`config.mk`:
```
export PLATFORM = sky130hd
export DESIGN_NAME = toggle_hs_rx_flat
export DESIGN_NICKNAME = d
export VERILOG_FILES = /design/src/rtl/toggle_hs_rx_if.sv /design/src/rtl/toggle_hs_rx.sv /design/src/flat_wrapper.sv
export SDC_FILE = /design/constraint.sdc
export NUM_CORES = 1
export LEC_CHECK = 0
export ABC_AREA = 1
export BUFFER_PORTS_ARGS = -buffer_cell sky130_fd_sc_hd__buf_2
export CAP_MARGIN = 5
export CORE_ASPECT_RATIO = 0.8
export CORE_UTILIZATION = 40
export DETAILED_ROUTE_END_ITERATION = 6
export HOLD_SLACK_MARGIN = 0.12
export PLACE_DENSITY = 0.65
export SYNTH_ARGS = -nofsm -noshare
export SYNTH_HDL_FRONTEND = slang
export SYNTH_SLANG_ARGS = --single-unit
```
`constraint.sdc`:
```
create_clock -name clk -period 1.7 [get_ports clk]
set_clock_uncertainty 0.05 [all_clocks]
set_input_delay 0.34 -clock clk [delete_from_list [all_inputs] [get_ports clk]]
set_output_delay 0.34 -clock clk [all_outputs]
set_load 0.01 [all_outputs]
```
`src/rtl/toggle_hs_rx_if.sv`:
```
// toggle_hs_rx_if: signal bundle for the toggle-handshake receiver.
//
// Groups the two-phase request/acknowledge link from the sender and the
// valid/ready output stream towards the consumer.
//   req_t     sender -> rx    request toggle, one level change per word
//   req_data  sender -> rx    word, stable while req_t != ack_t
//   ack_t     rx -> sender    acknowledge toggle
//   out_data  rx -> consumer  head-of-FIFO word
//   out_valid rx -> consumer  FIFO non-empty
//   out_ready consumer -> rx  consumer takes out_data this cycle
//   level     rx -> observer  number of stored words
//   proto_err rx -> observer  sticky sender protocol violation
//
// Modports: slave is the receiver block, master is its environment
// (sender plus consumer).
interface toggle_hs_rx_if #(
    parameter int unsigned DATA_W = 8,
    parameter int unsigned DEPTH  = 4
);
    localparam int unsigned CNT_W = $clog2(DEPTH) + 1;

    logic              req_t;
    logic [DATA_W-1:0] req_data;
    logic              ack_t;
    logic [DATA_W-1:0] out_data;
    logic              out_valid;
    logic              out_ready;
    logic [CNT_W-1:0]  level;
    logic              proto_err;

    modport master (
        output req_t,
        output req_data,
        output out_ready,
        input  ack_t,
        input  out_data,
        input  out_valid,
        input  level,
        input  proto_err
    );

    modport slave (
        input  req_t,
        input  req_data,
        input  out_ready,
        output ack_t,
        output out_data,
        output out_valid,
        output level,
        output proto_err
    );

endinterface

```
`src/rtl/toggle_hs_rx.sv`:
```
// toggle_hs_rx: receiving end of a two-phase (toggle) handshake link.
//
// Each level change of req_t announces one word on req_data. The word is
// written into a small first-word-fall-through FIFO and acknowledged by
// toggling ack_t on the same edge. While the FIFO is full the ack toggle is
// withheld, which back-pressures the sender. Stored words leave through a
// valid/ready stream.
//
// Ports:
//   clk  system clock, rising edge
//   rst  synchronous active-high reset
//   bus  toggle_hs_rx_if.slave (req_t, req_data, ack_t, out_data,
//        out_valid, out_ready, level, proto_err)
//
// Parameters:
//   DATA_W  word width
//   DEPTH   FIFO entries, power of two and >= 2
module toggle_hs_rx #(
    parameter int unsigned DATA_W = 8,
    parameter int unsigned DEPTH  = 4
) (
    input logic           clk,
    input logic           rst,
    toggle_hs_rx_if.slave bus
);

    localparam int unsigned CNT_W = $clog2(DEPTH) + 1;
    localparam int unsigned PTR_W = $clog2(DEPTH);
    localparam logic [CNT_W-1:0] FULL_LVL = CNT_W'(DEPTH);

    // Storage and state
    logic [DATA_W-1:0] mem_q [DEPTH];

    logic [PTR_W-1:0] wr_ptr_q, wr_ptr_d;
    logic [PTR_W-1:0] rd_ptr_q, rd_ptr_d;
    logic [CNT_W-1:0] level_q, level_d;
    logic             ack_q, ack_d;
    logic             req_prev_q;
    // A request was pending on the previous edge and was not accepted there.
    logic             stall_q, stall_d;
    logic             err_q, err_d;

    logic pending;
    logic full;
    logic empty;
    logic push;
    logic pop;

    always_comb begin
        pending  = (bus.req_t != ack_q);
        // Full comes from the registered level only: a pop in the same cycle
        // does not open a slot for a push until the next edge.
        full     = (level_q == FULL_LVL);
        empty    = (level_q == '0);
        push     = pending && !full;
        pop      = !empty && bus.out_ready;

        wr_ptr_d = wr_ptr_q;
        rd_ptr_d = rd_ptr_q;
        ack_d    = ack_q;
        level_d  = level_q;

        if (push) begin
            wr_ptr_d = wr_ptr_q + PTR_W'(1);
            ack_d    = ~ack_q;
        end
        if (pop) begin
            rd_ptr_d = rd_ptr_q + PTR_W'(1);
        end

        unique case ({push, pop})
            2'b10:   level_d = level_q + CNT_W'(1);
            2'b01:   level_d = level_q - CNT_W'(1);
            default: level_d = level_q;
        endcase

        stall_d = pending && !push;
        // A further toggle while the previous word was still unacknowledged
        // means a word was overwritten (or withdrawn) by the sender.
        err_d   = err_q || ((bus.req_t != req_prev_q) && stall_q);
    end

    always_ff @(posedge clk) begin
        if (rst) begin
            wr_ptr_q   <= '0;
            rd_ptr_q   <= '0;
            level_q    <= '0;
            ack_q      <= 1'b0;
            req_prev_q <= 1'b0;
            stall_q    <= 1'b0;
            err_q      <= 1'b0;
        end else begin
            wr_ptr_q   <= wr_ptr_d;
            rd_ptr_q   <= rd_ptr_d;
            level_q    <= level_d;
            ack_q      <= ack_d;
            req_prev_q <= bus.req_t;
            stall_q    <= stall_d;
            err_q      <= err_d;
        end
    end

    // Storage needs no reset; contents are only visible while out_valid=1.
    always_ff @(posedge clk) begin
        if (!rst && push) begin
            mem_q[wr_ptr_q] <= bus.req_data;
        end
    end

    // Outputs
    assign bus.ack_t     = ack_q;
    assign bus.out_valid = !empty;
    // Masked to zero while empty so stale storage never leaks out.
    assign bus.out_data  = empty ? '0 : mem_q[rd_ptr_q];
    assign bus.level     = level_q;
    assign bus.proto_err = err_q;

    // Level bookkeeping must stay within 0..DEPTH.
    a_level_range: assert property (@(posedge clk) disable iff (rst)
        level_q <= FULL_LVL);

    // Occupancy must agree with the pointer distance (mod DEPTH).
    a_ptr_level: assert property (@(posedge clk) disable iff (rst)
        (wr_ptr_q - rd_ptr_q) == level_q[PTR_W-1:0]);

endmodule

```
`src/flat_wrapper.sv`:
```
// flat-port wrapper written by rule: the top's interface ports become plain ports
module toggle_hs_rx_flat 
#(
    parameter int unsigned DATA_W = 8,
    parameter int unsigned DEPTH  = 4
)
  (clk, rst, bus_req_t, bus_req_data, bus_out_ready, bus_ack_t, bus_out_data, bus_out_valid, bus_level, bus_proto_err);
  toggle_hs_rx_if #(.DATA_W(DATA_W), .DEPTH(DEPTH)) bus_i ();
  input logic clk;
  input logic rst;
  input wire logic [$bits(bus_i.req_t)-1:0] bus_req_t;
  input wire logic [$bits(bus_i.req_data)-1:0] bus_req_data;
  input wire logic [$bits(bus_i.out_ready)-1:0] bus_out_ready;
  output wire logic [$bits(bus_i.ack_t)-1:0] bus_ack_t;
  output wire logic [$bits(bus_i.out_data)-1:0] bus_out_data;
  output wire logic [$bits(bus_i.out_valid)-1:0] bus_out_valid;
  output wire logic [$bits(bus_i.level)-1:0] bus_level;
  output wire logic [$bits(bus_i.proto_err)-1:0] bus_proto_err;
  assign bus_i.req_t = bus_req_t;
  assign bus_i.req_data = bus_req_data;
  assign bus_i.out_ready = bus_out_ready;
  assign bus_ack_t = bus_i.ack_t;
  assign bus_out_data = bus_i.out_data;
  assign bus_out_valid = bus_i.out_valid;
  assign bus_level = bus_i.level;
  assign bus_proto_err = bus_i.proto_err;
  toggle_hs_rx #(.DATA_W(DATA_W), .DEPTH(DEPTH)) u_core (.clk(clk), .rst(rst), .bus(bus_i));
endmodule
```
==> results of run 1 <==
## per-stage QoR
| stage | TNS [ns] | total power, mW |
|---|---|---|
| 2_1_floorplan | -3.263 | 2.159 |
| 3_3_place_gp | -0.02999 | 2.594 |
| 3_5_place_dp | -0.1074 | 2.615 |
| 4_1_cts | -0.09070 | 3.286 |
| 5_1_grt | -1.109 | 3.821 |
| 6_report | -0.3540 | 3.565 |
## layout make-up
| cell class | instances | share of cell area, % |
|---|---|---|
| multi-input cells | 119 | 27.44 |
| well taps | 60 | 2.956 |
| inverters | 19 | 3.547 |
| clock buffers | 5 | 2.709 |
| repair buffers | 48 | 13.89 |
| repair inverters | 1 | 0.3448 |
| flip-flops and latches | 45 | 48.42 |
| clock inverters | 3 | 0.6897 |
## how the worst min path moves through the flow
stage / to / cells past startpoint
floorplan: u_core.bus.proto_err / 1
detailed placement: u_core.bus.proto_err / 2
global route: u_core.mem_q[2][7] / 1
CTS: u_core.mem_q[1][0] / 1
finish: u_core.mem_q[1][0] / 1
global placement: u_core.bus.proto_err / 2
## sequential cells by signal, summed over array words and instances, names as in the netlist, named ones only
register / count
u_core.mem_q: 32
u_core.bus.level: 3
u_core.rd_ptr_q: 2
u_core.wr_ptr_q: 2
u_core.bus.ack_t: 1
u_core.bus.proto_err: 1
u_core.req_prev_q: 1
u_core.stall_q: 1
## synthesized netlist by cell type (all sizes together)
cell type  count  area share, %
nand4          2           0.64
nand3          7            3.1
nor2          24            4.8
nor3b          4            1.5
a21oi         16            4.1
o21ai         11            2.8
edfxtp        32             49
nand2         48            9.4
inv           19            4.0
ha             5            3.2
dfxtp         13             13
buf            4            2.7
fa             1            1.0
or2            1           0.32
## layer usage
layer / wire [µm] / vias up
li1: - / 731
met1: 1765 / 645
met2: 1907 / 23
met3: 134 / 7
met4: 69 / 0
met5: 0 / -
## power by group
group	internal [mW]	total (mW)	switching, mW
sequential	1.31	1.40	0.0870
clock	0.284	0.629	0.345
combinational	0.680	1.54	0.861
total	2.27	3.57	1.29
## timing repair
| item | in CTS | in global routing |
|---|---|---|
| setup buffers | 0 | 2 |
| pin swaps | 1 | 15 |
| setup endpoints to repair | 9 | 10 |
| hold buffers | 0 | 0 |
| resized for setup | 10 | 38 |
| gates cloned | 0 | 4 |
## kinds of logic after synthesis
logic type | Yosys count
and+or+nand+nor | 86
DFF | 45
AOI/OAI and AO/OA | 27
buffers and inverters | 23
adders and majority gates | 6
==> flow_metrics.tcl, run 1 <==
set metrics [dict create \
    r2r-start "u_core.bus.level[0]" \
    first_iter_violations 71 \
    multi_input_area_um2 696.9 \
    min_period_ns 1.754 \
    antenna_found_initial 0 \
    dp_hpwl_um 2415 \
    setup_violations 9 \
    cp_slowest_cell "fa_2" \
    whs_ns 0.2079 \
    synth_area_um2 1961 \
    clk_pin_slew_ns 0.08 \
    drc_errors 0 \
    final_common_cell "edfxtp_1" \
    avgSynthCellArea_um2 10.48 \
    synthDistinctLibCells 21 \
    drv_slew 0 \
    hold_class "in2reg" \
    worstMarginPinSlew_ns 0.2657 \
    layout_common_cells "edfxtp_1 (32), nand2_1 (31), buf_2 (25)" \
    gr-total-overflow 0 \
    stdcell_area_um2 2540 \
    critPathArrivalTime_ns 1.93 \
    cts_inserted_buffers 5 \
    crit_chain "inv_2 > nand3_4 > inv_2 > nor2_2 > ha_2 > inv_2 > fa_2 > nand2_2 > nand3_2 > nand2_1 > inv_2 > nor2_2" \
    synth-seq-cells 45 \
    grt_pass1_wl_um 5816 \
    worst-path-max-fanout 3 \
    finalCritPeriodShare_pct 103.2 \
    seq_area_frac_synth_pct 62.28 \
    start_util_pct 42.15 \
    max-cap-violations 0 \
    rsz0062_at_grt "true" \
    drt-total-wl_um 3877 \
    r2r_cells 12 \
    cts_max_path_buffers 2 \
    grt_pass1_vias 1248 \
    yosys.area_share.simple_pct 19.85 \
    gp_congestion 0.7756 \
    r2r-end "u_core.bus.level[2]" \
    insertion_delay_ns 0.29 \
    core_um2 4652 \
    synth_xor_area_share_pct 0 \
    vdd.ir_drop.worst_mv 0.6079 \
    cts_root_buf "clkbuf_8" \
    cp.depth 12 \
    seq_area_um2 1230 \
    via_per_inst 4.687 \
    synth_fp_nets 205 \
    fillers 414 \
    busiest_layer "met2" \
    final_util_pct 54.60 \
    layout_setup_ws_ns -0.05361 \
    rows 22 \
    die_area_um2 5187 \
    status "finished with violations" \
    io_pins 26 \
    muxShareOfSynthArea_pct 0 \
    cp.required_ns 1.88 \
    drive_above_1_share_pct 42.50 \
    grt_usage_pct 15.45 \
    drtAntennaViolNets 0 \
    post-place-ws_ns -0.1031 \
    place_area_um2 2256 \
    nets 257 \
    p_leak_nw 1.063 \
    worstHoldStart "bus_req_data[0]" \
    wl_per_cell_um 12.92 \
    cts_tree "built" \
    final_cells 300 \
    cpMostUsedCell "inv_2" \
    areaGrowthSynthToFinish_pct 29.55 \
    max_freq_mhz 570.3 \
    endpoint "u_core.bus.level[2]" \
    critPathKind "reg2reg" \
    antenna_cells 0 \
    vias 1406 \
    grt_max_degree 18 \
    firstDrtPassIters 4 \
    synthAdderAreaFrac_pct 4.212 \
    fp.dieW_um 80.28 \
    crit_start "u_core.bus.level[0]" \
    yosysWarnings 0 \
    clock-sinks 45 \
    cp-end-kind "flip-flop" \
    met3_usage_pct 3.662 \
    crit_buf_inv 4 \
    io_buffers 25 \
    netlist_instances 187 \
    dieHeight_um 64.62 \
    slew_headroom_pct 82.27 \
    p_per_area_nw_per_um2 1404 \
    reg2reg_slack_ns -0.05 \
    htree_num_levels 2 \
    grtUsageMet2_pct 25.32 \
    final_hold_viol_count 0 \
    critPathLaunchType "flip-flop" \
    synth_top_family_by_area "simple AND/OR/NAND/NOR gates" \
    grtUsageMet1_pct 18.96 \
    violations "negative setup slack" \
    cp_top_family "adder cells" \
    cpPeakStageDelay_ns 0.38 \
    synth-compound-area-share_pct 6.892 \
    place_inst 286 \
]
Power figures use the tool's default switching activity.
==> inputs of run 2 (changes only) <==
--- a/config.mk
+++ b/config.mk
@@ -8,7 +8,6 @@
 export ABC_AREA = 1
 export BUFFER_PORTS_ARGS = -buffer_cell sky130_fd_sc_hd__buf_2
 export CAP_MARGIN = 5
-export CORE_ASPECT_RATIO = 0.8
 export CORE_UTILIZATION = 40
 export DETAILED_ROUTE_END_ITERATION = 6
 export HOLD_SLACK_MARGIN = 0.12
==> run 2 against run 1 <==
  * The run now ends clean
  * Critical path depth down 7
  * Sequential cell count unchanged
  * Final area down 3.5%
  * Hold slack about the same
  * Setup slack better by 0.060 ns
  * Sequential power about the same
  * Global-route usage down 0.43 points
  * Via count down 1.7%
  * Non-clock buffer count down 2
  * Utilization down 2.7 points
==> flow_metrics.tcl, run 2 (synthesized netlist as in run 1, its figures left out) <==
set metrics [dict create \
    antenna_cells 0 \
    worstMarginPinSlew_ns 0.2343 \
    postCtsSetupRepairBufs 0 \
    post-place-ws_ns -0.1223 \
    via_per_inst 4.531 \
    die_area_um2 5185 \
    vias 1382 \
    grt_max_degree 18 \
    drtAntennaViolNets 0 \
    max-cap-violations 0 \
    cp-end-kind "primary output" \
    final_cells 305 \
    htree_num_levels 2 \
    critPathArrivalTime_ns 1.30 \
    core_um2 4723 \
    finalCritPeriodShare_pct 99.65 \
    cts_root_buf "clkbuf_8" \
    top_layer "met4" \
    final_common_cell "nand2_1" \
    gp_congestion 0.7417 \
    grt_pass1_vias 1341 \
    nets 255 \
    drc_errors 0 \
    antenna_found_initial 0 \
    drive_above_1_share_pct 33.61 \
    final_util_pct 51.87 \
    critPathKind "reg2out" \
    largest-register "u_core.mem_q" \
    rows 25 \
    min_period_ns 1.694 \
    slew_headroom_pct 84.36 \
    whs_ns 0.2082 \
    io_buffers 25 \
    grt_pass1_wl_um 5837 \
    grt_usage_pct 15.02 \
    met1Wirelength_um 1620 \
    reg2reg_slack_ns 0.006 \
    critPathLaunchType "flip-flop" \
    layout_common_cells "nand2_1 (45), edfxtp_1 (32), buf_2 (25)" \
    drt-total-wl_um 3593 \
    clock-sinks 45 \
    dieHeight_um 72.01 \
    place_inst 294 \
    fp.dieW_um 72.01 \
    hold_class "in2reg" \
    cp.required_ns 1.31 \
    drv_slew 0 \
    cts_hold_buf 0 \
    vdd.ir_drop.worst_mv 0.7298 \
    firstDrtPassIters 4 \
    worst-path-max-fanout 8 \
    start_util_pct 41.51 \
    first_iter_violations 73 \
    insertion_delay_ns 0.29 \
    clk_pin_slew_ns 0.08 \
    largest_reg_flops 32 \
    p_leak_nw 1.037 \
    layout_setup_ws_ns 0.006017 \
    cts_inserted_buffers 5 \
    rsz0062_at_grt "true" \
    status "finished, final reports clean" \
    setup_violations 0 \
    areaGrowthSynthToFinish_pct 24.95 \
    p_per_area_nw_per_um2 1374 \
    fillers 431 \
    cts_max_path_buffers 2 \
    worstHoldStart "bus_req_data[6]" \
    dp_hpwl_um 2363 \
    r2r-start "u_core.bus.level[1]" \
    met2_length_um 1765 \
    cts_tree "built" \
    route.met3.wl_um 158 \
    final_hold_viol_count 0 \
    gr-total-overflow 0 \
    max_freq_mhz 590.3 \
    io_pins 26 \
    wl_per_cell_um 11.78 \
]
## run 2: per-stage QoR
stage                TNS, ns  instance area [µm²]  total power [mW]
global route         -0.5854                 2450             3.612
finish                     0                 2450             3.367
CTS                        0                 2372             3.260
global placement    -0.02863                 2272             2.607
floorplan             -3.263                 1962             2.159
detailed placement   -0.1314                 2272             2.623
## run 2: repair_timing
item | 4_1_cts | 5_1_grt
pin swaps | 1 | 2
gates cloned | 0 | 3
endpoints found under the setup margin | 7 | 10
resized for setup | 8 | 14
## run 2: power by group
group | switching, mW | internal (mW)
clock network | 0.329 | 0.277
registers | 0.0727 | 1.31
logic | 0.784 | 0.596
## run 2: layout make-up
type                       count  area [µm²]  area share, %
clock buffer                   5       68.82          2.809
tap                           67       83.83          3.422
clock inverter                 3       12.51         0.5107
sequential                    45        1231          50.26
inverter                      19       86.33          3.524
multi-input combinational    119       641.9          26.20
timing repair buffer          46       316.6          12.92
timing repair inverter         1       8.758         0.3575
## run 2: worst paths after layout
path,end,cells after the start
worst max-delay path,bus_out_data[5],5
worst min-delay path,u_core.mem_q[3][6],1
worst max register to register,u_core.bus.level[2],13
worst min register to register,u_core.bus.proto_err,2
## run 2: critical path, stage by stage, from the launching register on
cell and delay [ns]:
dfxtp_4 0.39, clkbuf_16 0.16, inv_6 0.05, o21ai_0 0.20, a21oi_2 0.07, buf_2 0.14
## run 2: routing by layer
layer	GRT usage [%]	vias up
met3	5.000	4
met1	17.70	629
met4	5.229	0
met2	25.79	30
met5	0	-
li1	-	719
